--- src/rtl/cpu_sequencer.sv ---
// cpu_sequencer: variable-length CPU control sequencer.
// Walks each instruction through fetch/execute micro-steps and presents one state code per step.
// Ports:
//   clk        - clock, rising edge
//   reset_n    - asynchronous active-low reset
//   opcode     - instruction opcode, sampled only on the edge leaving FETCH_INST
//   mem_ready  - memory step complete (FETCH_INST, RAM_A, RAM_B, STORE_A stall while low)
//   zero_flag  - ALU zero flag, resolves JEZ/JNZ on the edge leaving the operand FETCH_PC
//   resume     - leave HALT
//   state      - current micro-step code
//   cycle      - step index within the current instruction
//   instr_done - high while state is NEXT
//   halted     - high while state is HALT
//   illegal_op - sticky illegal-opcode flag, cleared only by reset
module cpu_sequencer #(
  parameter int unsigned OPCODE_W = 4,
  parameter int unsigned STATE_W  = 4,
  parameter int unsigned CYCLE_W  = 4
) (
  input  logic                clk,
  input  logic                reset_n,
  input  logic [OPCODE_W-1:0] opcode,
  input  logic                mem_ready,
  input  logic                zero_flag,
  input  logic                resume,
  output logic [STATE_W-1:0]  state,
  output logic [CYCLE_W-1:0]  cycle,
  output logic                instr_done,
  output logic                halted,
  output logic                illegal_op
);

  localparam logic [STATE_W-1:0] StIdle     = STATE_W'(4'h0);
  localparam logic [STATE_W-1:0] StFetchPc  = STATE_W'(4'h1);
  localparam logic [STATE_W-1:0] StFetchIns = STATE_W'(4'h2);
  localparam logic [STATE_W-1:0] StHalt     = STATE_W'(4'h3);
  localparam logic [STATE_W-1:0] StJump     = STATE_W'(4'h4);
  localparam logic [STATE_W-1:0] StOutA     = STATE_W'(4'h5);
  localparam logic [STATE_W-1:0] StAluOp    = STATE_W'(4'h6);
  localparam logic [STATE_W-1:0] StRamA     = STATE_W'(4'h7);
  localparam logic [STATE_W-1:0] StRamB     = STATE_W'(4'h8);
  localparam logic [STATE_W-1:0] StStoreA   = STATE_W'(4'h9);
  localparam logic [STATE_W-1:0] StLoadAddr = STATE_W'(4'hA);
  localparam logic [STATE_W-1:0] StNext     = STATE_W'(4'hB);

  localparam logic [3:0] OpNop = 4'h0;
  localparam logic [3:0] OpLda = 4'h1;
  localparam logic [3:0] OpAdd = 4'h2;
  localparam logic [3:0] OpSub = 4'h3;
  localparam logic [3:0] OpSta = 4'h4;
  localparam logic [3:0] OpOut = 4'h5;
  localparam logic [3:0] OpJmp = 4'h6;
  localparam logic [3:0] OpJez = 4'h7;
  localparam logic [3:0] OpJnz = 4'h8;
  localparam logic [3:0] OpHlt = 4'hF;

  logic [STATE_W-1:0] state_q, state_d;
  logic [CYCLE_W-1:0] cycle_q, cycle_d;
  logic [3:0]         op_q, op_d;
  logic               illegal_q, illegal_d;
  logic               done_q, done_d;
  logic               halted_q, halted_d;
  logic               hold;
  logic               restart;
  logic               op_illegal;

  // Only the low nibble is ever decoded; anything wider or in 9..E is illegal.
  always_comb begin
    op_illegal = ((opcode >> 4) != '0) || ((opcode[3:0] >= 4'h9) && (opcode[3:0] <= 4'hE));
  end

  always_comb begin
    state_d   = state_q;
    op_d      = op_q;
    illegal_d = illegal_q;
    hold      = 1'b0;
    restart   = 1'b0;

    case (state_q)
      StIdle: begin
        state_d = StFetchPc;
        restart = 1'b1;
      end
      StFetchPc: begin
        // Step 0 fetches the instruction; a later FETCH_PC fetches its operand.
        if (cycle_q == '0) begin
          state_d = StFetchIns;
        end else begin
          case (op_q)
            OpLda, OpSta, OpAdd, OpSub: state_d = StLoadAddr;
            OpJmp:                      state_d = StJump;
            OpJez:                      state_d = zero_flag ? StJump : StNext;
            OpJnz:                      state_d = zero_flag ? StNext : StJump;
            default:                    state_d = StNext;
          endcase
        end
      end
      StFetchIns: begin
        if (!mem_ready) begin
          hold = 1'b1;
        end else begin
          op_d = opcode[3:0];
          if (op_illegal) begin
            illegal_d = 1'b1;
            state_d   = StNext;
          end else begin
            case (opcode[3:0])
              OpNop:   state_d = StNext;
              OpHlt:   state_d = StHalt;
              OpOut:   state_d = StOutA;
              default: state_d = StFetchPc;
            endcase
          end
        end
      end
      StLoadAddr: begin
        case (op_q)
          OpLda:   state_d = StRamA;
          OpSta:   state_d = StStoreA;
          default: state_d = StRamB;
        endcase
      end
      StRamB: begin
        if (!mem_ready) hold = 1'b1;
        else            state_d = StAluOp;
      end
      StRamA, StStoreA: begin
        if (!mem_ready) hold = 1'b1;
        else            state_d = StNext;
      end
      StHalt: begin
        if (!resume) hold = 1'b1;
        else         state_d = StNext;
      end
      StJump, StOutA, StAluOp: state_d = StNext;
      StNext: begin
        state_d = StFetchPc;
        restart = 1'b1;
      end
      default: begin
        state_d = StIdle;
        restart = 1'b1;
      end
    endcase

    if (hold)         cycle_d = cycle_q;
    else if (restart) cycle_d = '0;
    else              cycle_d = cycle_q + CYCLE_W'(1);

    // Flags are registered from the next state so they line up with state.
    done_d   = (state_d == StNext);
    halted_d = (state_d == StHalt);
  end

  always_ff @(posedge clk or negedge reset_n) begin
    if (!reset_n) begin
      state_q   <= StIdle;
      cycle_q   <= '0;
      op_q      <= '0;
      illegal_q <= 1'b0;
      done_q    <= 1'b0;
      halted_q  <= 1'b0;
    end else begin
      state_q   <= state_d;
      cycle_q   <= cycle_d;
      op_q      <= op_d;
      illegal_q <= illegal_d;
      done_q    <= done_d;
      halted_q  <= halted_d;
    end
  end

  assign state      = state_q;
  assign cycle      = cycle_q;
  assign instr_done = done_q;
  assign halted     = halted_q;
  assign illegal_op = illegal_q;

endmodule

--- config.mk ---
export PLATFORM = sky130hd
export DESIGN_NAME = cpu_sequencer
export DESIGN_NICKNAME = d
export VERILOG_FILES = /design/src/rtl/cpu_sequencer.sv
export SDC_FILE = /design/constraint.sdc
export NUM_CORES = 1
export LEC_CHECK = 0
export BUFFER_PORTS_ARGS = -buffer_cell sky130_fd_sc_hd__buf_2
export CAP_MARGIN = 20
export CELL_PAD_IN_SITES_DETAIL_PLACEMENT = 1
export CELL_PAD_IN_SITES_GLOBAL_PLACEMENT = 2
export CORE_ASPECT_RATIO = 0.75
export CORE_UTILIZATION = 33
export DETAILED_ROUTE_END_ITERATION = 6
export PLACE_DENSITY = 0.89
export SYNTH_ARGS = -nofsm -noshare
export SYNTH_HDL_FRONTEND = slang
export SYNTH_SLANG_ARGS = --single-unit
--- constraint.sdc ---
create_clock -name clk -period 2.2 [get_ports clk]
set_input_delay 0.22 -clock clk [delete_from_list [all_inputs] [get_ports clk]]
set_output_delay 0.22 -clock clk [all_outputs]
set_load 0.005 [all_outputs]
==> out/qor.txt, run 1 <==
status -> completed
Setup Skew -> 0.00199 ns
Final Hold Viols -> 0
initial drt markers -> 58
CTS tree -> done
WS Path Type -> reg2reg
Cell Area, Placed -> 0.00121 sq mm
Syn. warnings -> 0
first-pass iteration count of the detailed router -> 4
critical path required time -> 2.37 ns
reg2reg setup slack -> 0.23 ns
Post-synth EDFFs -> 0
IO Pins -> 20
crit path max fanout -> 13
Final ANT Viol Nets -> 0
Die H -> 52.1 um
HPWL Detailed -> 2200 um
hold crit path type -> in2reg
worst stage delay on the critical path -> 0.62 ns
r2r worst-path depth -> 5
final worst-path setup slack -> 0.228 ns
commonest non-fill, non-tap cells in the layout -> buf_2 (19), dfrtp_1 (15), nand2_1 (9), inv_1 (8), nor2_1 (7)
total die area -> 0.00358 sq mm
Avg Inst Size Synth -> 9.51 sq um
Die Width -> 68.8 um
post-synth design cell area -> 0.00110 sq mm
Slew @ Worst Pin -> 0.514 ns
WHS Path Cells -> 2
nets -> 146
Largest delay share family, worst path -> simple AND/OR/NAND/NOR gates
postcts setup bufs -> 0
Slew Viols, Final -> 0
largest net degree at the start of global routing -> 16
WP buf/inv -> 0
global placement routability congestion -> 0.826
CORE AREA -> 0.00306 sq mm
cts bufs inserted -> 3
initial antenna violation count -> 0
port bufs -> 19
n_diodes -> 0
worst path cell trace -> nand2b_1, or4_4, a211oi_2, o32ai_1, a21boi_1
hold endpoint -> op_q[0]$_DFFE_PN0P_
Clock Path Buffers -> 2
clock sink count -> 15
Critical R2R Launch -> state[1]$_DFF_PN0_
Initial Util -> 36.0%
Top FF cell, synth -> dfrtp_1
Worst setup EP type -> flop
CP Launch Type -> flop
per-cell routed wire length -> 16.6 um
DRC -> 0
total congestion overflow -> 0
flops & latches, synth -> 15
Peak supply drop -> 505 uV
Area growth syn-to-layout -> 15.0%
hold_ws -> 0.299 ns
Max Freq -> 507 MHz
register area share after synthesis -> 34.0%
slowest CP cell -> dfrtp_1
pre-CTS setup slack -> 0.213 ns
CP Data Arrival Time -> 2.14 ns
vias in the first global route -> 981
Clock transition at path regs -> 0.06 ns
period utilization -> 89.6%
Vias per Instance -> 5.61
design area -> 0.00127 sq mm
unrepaired setup endpoints after global routing -> no
PwrDens -> 1470 mW/mm^2
H-tree Lvls -> 1
Cells after Synth -> 116
asr flop ratio synth -> 100%
Resized cells post-CTS -> 0
Max-cap violations -> 0
CTS root buffer -> clkbuf_8
hold_buf cts -> 1
WL final -> 2850 um
Setup violations, final -> 0
first-pass GRT wire length -> 4980 um
commonest non-fill, non-tap cell in the layout -> buf_2
gr usage total -> 18.8%
Cell variety after synth -> 47
post-layout min period -> 1.97 ns
Clk Latency, worst-skew pair -> 0.24 ns
syn_nets -> 127
layout cell share with drive strength beyond 1 -> 23.9%
slew margin rel. -> 65.5%
vias after detailed routing -> 965
Pleak -> 0.570 nW
Setup TNS -> 0 ns
r2r endpoint -> instr_done$_DFF_PN0_
Cell Rows -> 17
hold_sp -> opcode[0]
==> layer usage <==
| metal | routed length (um) | part of all wire, % | track usage (%) |
|---|---|---|---|
| met1 | 1520 | 53 | 29.9 |
| met2 | 1260 | 44 | 26.8 |
| met3 | 51 | 1.8 | 0.658 |
| met4 | 17 | 0.60 | 5.78 |
| met5 | 0 | 0 | 0 |
==> through the flow <==
stage | util [%] | instances | power, mW
2_1_floorplan | - | 116 | 1.35
3_3_place_gp | 39.6 | 167 | 1.59
3_5_place_dp | 39.6 | 167 | 1.64
4_1_cts | 41.4 | 172 | 1.88
5_1_grt | 41.4 | 172 | 2.04
6_report | 41.4 | 172 | 1.86
==> synth_stat cells (3+ instances only) <==
cell | n | area (sq um)
nand2b_1 | 5 | 31.3
nor2_1 | 7 | 26.3
mux2_1 | 5 | 56.3
nand3_1 | 3 | 15.0
o21bai_1 | 3 | 22.5
xor2_1 | 3 | 26.3
and3_1 | 3 | 18.8
nand2_1 | 9 | 33.8
buf_2 | 4 | 20.0
o31ai_1 | 3 | 22.5
dfrtp_1 | 15 | 375
nor4_1 | 5 | 31.3
nor3_1 | 4 | 20.0
inv_1 | 8 | 30.0
==> registers in the layout, indices dropped and copies added, names as in the netlist <==
name and flops:
op_q 4, illegal_op 1, instr_done 1, cycle 4
halted 1, state 4
==> final cells by class <==
cell class                      count  area [sq um]
Clock buffer                        4          45.0
Fill cell                         378          1790
Inverter                            9          33.8
Multi-Input combinational cell     85           654
Sequential cell                    15           375
Tap cell                           38          47.5
Timing Repair Buffer               21           113
==> cell families (layout without fill, tap and decap cells) <==
group,Yosys count,after routing,synth area share (%)
mux,6,6,6.01
flops,15,15,34.0
fa+ha+maj,2,2,2.27
compound gates,27,27,21.7
xor+xnor,3,3,2.38
buf+inv,16,34,6.69
simple gates,47,47,27.0
==> worst reg2reg max path, stage by stage (launching register included) <==
cell and delay, ns:
dfrtp_1 0.62, nand2b_1 0.20, or4_4 0.52, a211oi_2 0.24, o32ai_1 0.16, a21boi_1 0.17
==> worst max path at each step <==
stage / start / endpoint / slack (ns) / cells past startpoint
2_1_floorplan: op_q[1]$_DFFE_PN0P_ / halted$_DFF_PN0_ / 0.56 / 5
3_3_place_gp: state[0]$_DFF_PN0_ / instr_done$_DFF_PN0_ / 0.33 / 5
3_5_place_dp: state[1]$_DFF_PN0_ / instr_done$_DFF_PN0_ / 0.21 / 5
4_1_cts: state[1]$_DFF_PN0_ / instr_done$_DFF_PN0_ / 0.18 / 5
5_1_grt: state[1]$_DFF_PN0_ / instr_done$_DFF_PN0_ / 0.1 / 5
6_report: state[1]$_DFF_PN0_ / instr_done$_DFF_PN0_ / 0.23 / 5
==> power by group <==
group,internal (mW),switching [mW],leakage [nW]
combinational,0.468,0.512,0.361
clock,0.128,0.0922,0.0228
sequential,0.402,0.258,0.186
Note: power is estimated with default switching activity, not from simulation.
==> run 2, diff against run 1 <==
Settings changed: CORE_UTILIZATION 33 to 30, PLACE_DENSITY 0.89 to 0.86.
Clock period 2.2 ns to 1.8 ns, I/O delays scaled along.
==> out/qor.txt, run 2 (same netlist as run 1, synthesis figures left out) <==
WS Path Type -> reg2reg
global placement routability congestion -> 0.777
Critical R2R Launch -> op_q[3]$_DFFE_PN0P_
Peak supply drop -> 560 uV
H-tree Lvls -> 1
Initial Util -> 32.5%
Sequential Power Share -> 27.8%
CP Data Arrival Time -> 1.94 ns
initial drt markers -> 73
Crit path depth -> 5
Clk Latency, worst-skew pair -> 0.25 ns
Slew Viols, Final -> 0
post-layout min period -> 1.79 ns
worst stage delay on the critical path -> 0.44 ns
CP Launch Type -> flop
layout cell share with drive strength beyond 1 -> 41.7%
r2r endpoint -> halted$_DFF_PN0_
total congestion overflow -> 0
first-pass GRT wire length -> 5590 um
Cell Rows -> 18
Psw -> 1.24 mW
port bufs -> 19
switching share of power -> 45.2%
Final Hold Viols -> 0
Max Freq -> 558 MHz
Power Internal -> 1.51 mW
WHS Path Cells -> 2
commonest non-fill, non-tap cell in the layout -> buf_2
CTS root buffer -> clkbuf_8
pre-CTS setup slack -> -0.0432 ns
Clk pwr share -> 10.3%
critical path required time -> 1.95 ns
Worst setup EP type -> flop
Setup violations, final -> 0
Pleak -> 0.652 nW
Slew @ Worst Pin -> 0.578 ns
logic gate share of total power -> 61.9%
gr usage total -> 19.3%
period utilization -> 99.5%
vias in the first global route -> 1,082
IO Pins -> 20
vias after detailed routing -> 1,063
PwrDens -> 1890 mW/mm^2
fillers -> 396
status -> completed
HPWL Detailed -> 2470 um
slew margin rel. -> 61.1%
Clock Path Buffers -> 2
Max-cap violations -> 0
nets -> 163
WL final -> 3550 um
dpl cells -> 191
per-cell routed wire length -> 17.6 um
Final ANT Viol Nets -> 0
cts bufs inserted -> 3
n_diodes -> 0
crit path max fanout -> 2
reg2reg setup slack -> 0.009 ns
Die H -> 54.5 um
clock sink count -> 15
hold endpoint -> op_q[3]$_DFFE_PN0P_
Setup Skew -> 0.00241 ns
final std cells w/o fill -> 201
unrepaired setup endpoints after global routing -> yes
first-pass iteration count of the detailed router -> 4
CORE AREA -> 0.00340 sq mm
WP buf/inv -> 0
r2r worst-path depth -> 5
final worst-path setup slack -> 0.00911 ns
hold crit path type -> in2reg
DRC -> 0
Vias per Instance -> 5.29
Multi-input gate area -> 689 sq um
hold_sp -> opcode[3]
Area growth syn-to-layout -> 31.9%
total die area -> 0.00393 sq mm
Clock transition at path regs -> 0.06 ns
FF/Latch Area -> 384 sq um
CTS tree -> done
Die Width -> 72.0 um
worst path cell trace -> nor4b_4, mux2i_1, and3_1, or3_4, a2111oi_4
slowest CP cell -> dfrtp_2
Largest delay share family, worst path -> simple AND/OR/NAND/NOR gates
initial antenna violation count -> 0
commonest non-fill, non-tap cells in the layout -> buf_2 (19), buf_4 (18), nand2_1 (9), inv_1 (8), dfrtp_1 (8)
largest net degree at the start of global routing -> 16
run 2: timing repair:
item / CTS / global route
endpoints found under the setup margin: 2 / 13
buffers inserted: 3 / 2
gates resized for setup: 3 / 12
hold buffers: 1 / 0
pin swaps: 3 / 2
endpoints found under the hold margin: 15 / 0
run 2: power by group through the flow:
stage	sequential, mW	clock (mW)	combinational, mW
floorplan	0.644	0	1.00
global placement	0.731	0	1.40
detailed placement	0.759	0	1.47
CTS	0.740	0.280	1.57
global route	0.782	0.302	1.86
finish	0.764	0.283	1.70
run 2: worst max-delay path by stage:
stage | startpoint | end | slack (ns)
after floorplan | op_q[1]$_DFFE_PN0P_ | halted$_DFF_PN0_ | 0.16
after global placement | op_q[1]$_DFFE_PN0P_ | halted$_DFF_PN0_ | -0.02
after CTS | op_q[1]$_DFFE_PN0P_ | halted$_DFF_PN0_ | 0.001
after global routing | op_q[3]$_DFFE_PN0P_ | halted$_DFF_PN0_ | -0.05
after detailed placement | op_q[1]$_DFFE_PN0P_ | halted$_DFF_PN0_ | -0.04
final | op_q[3]$_DFFE_PN0P_ | halted$_DFF_PN0_ | 0.009
run 2: routing by layer:
metal | GRT usage, % | vias to the layer above | wire length (um)
met5 | 0 | - | 0
met4 | 9.15 | 0 | 80
met3 | 2.03 | 8 | 60
met2 | 31.1 | 17 | 1700
met1 | 26.5 | 542 | 1700
li1 | - | 496 | -
run 2: layout make-up:
class | instances | share of cell area (%)
clock buffers | 4 | 3.10
inverters | 9 | 2.32
multi-input cells | 85 | 47.4
flip-flops and latches | 15 | 26.4
well taps | 50 | 4.30
repair buffers | 38 | 16.5
run 2: per-stage QoR:
stage | power (mW) | TNS [ns] | area [sq um] | hold WS (ns) | util (%)
floorplan | 1.65 | 0 | 1100 | -0.116 | -
global placement | 2.13 | -0.0160 | 1320 | 0.0925 | 38.8
detailed placement | 2.23 | -0.0432 | 1320 | 0.104 | 38.8
CTS | 2.59 | 0 | 1400 | 0.253 | 41.2
global route | 2.95 | -0.0850 | 1460 | 0.273 | 42.8
finish | 2.75 | 0 | 1460 | 0.255 | 42.8
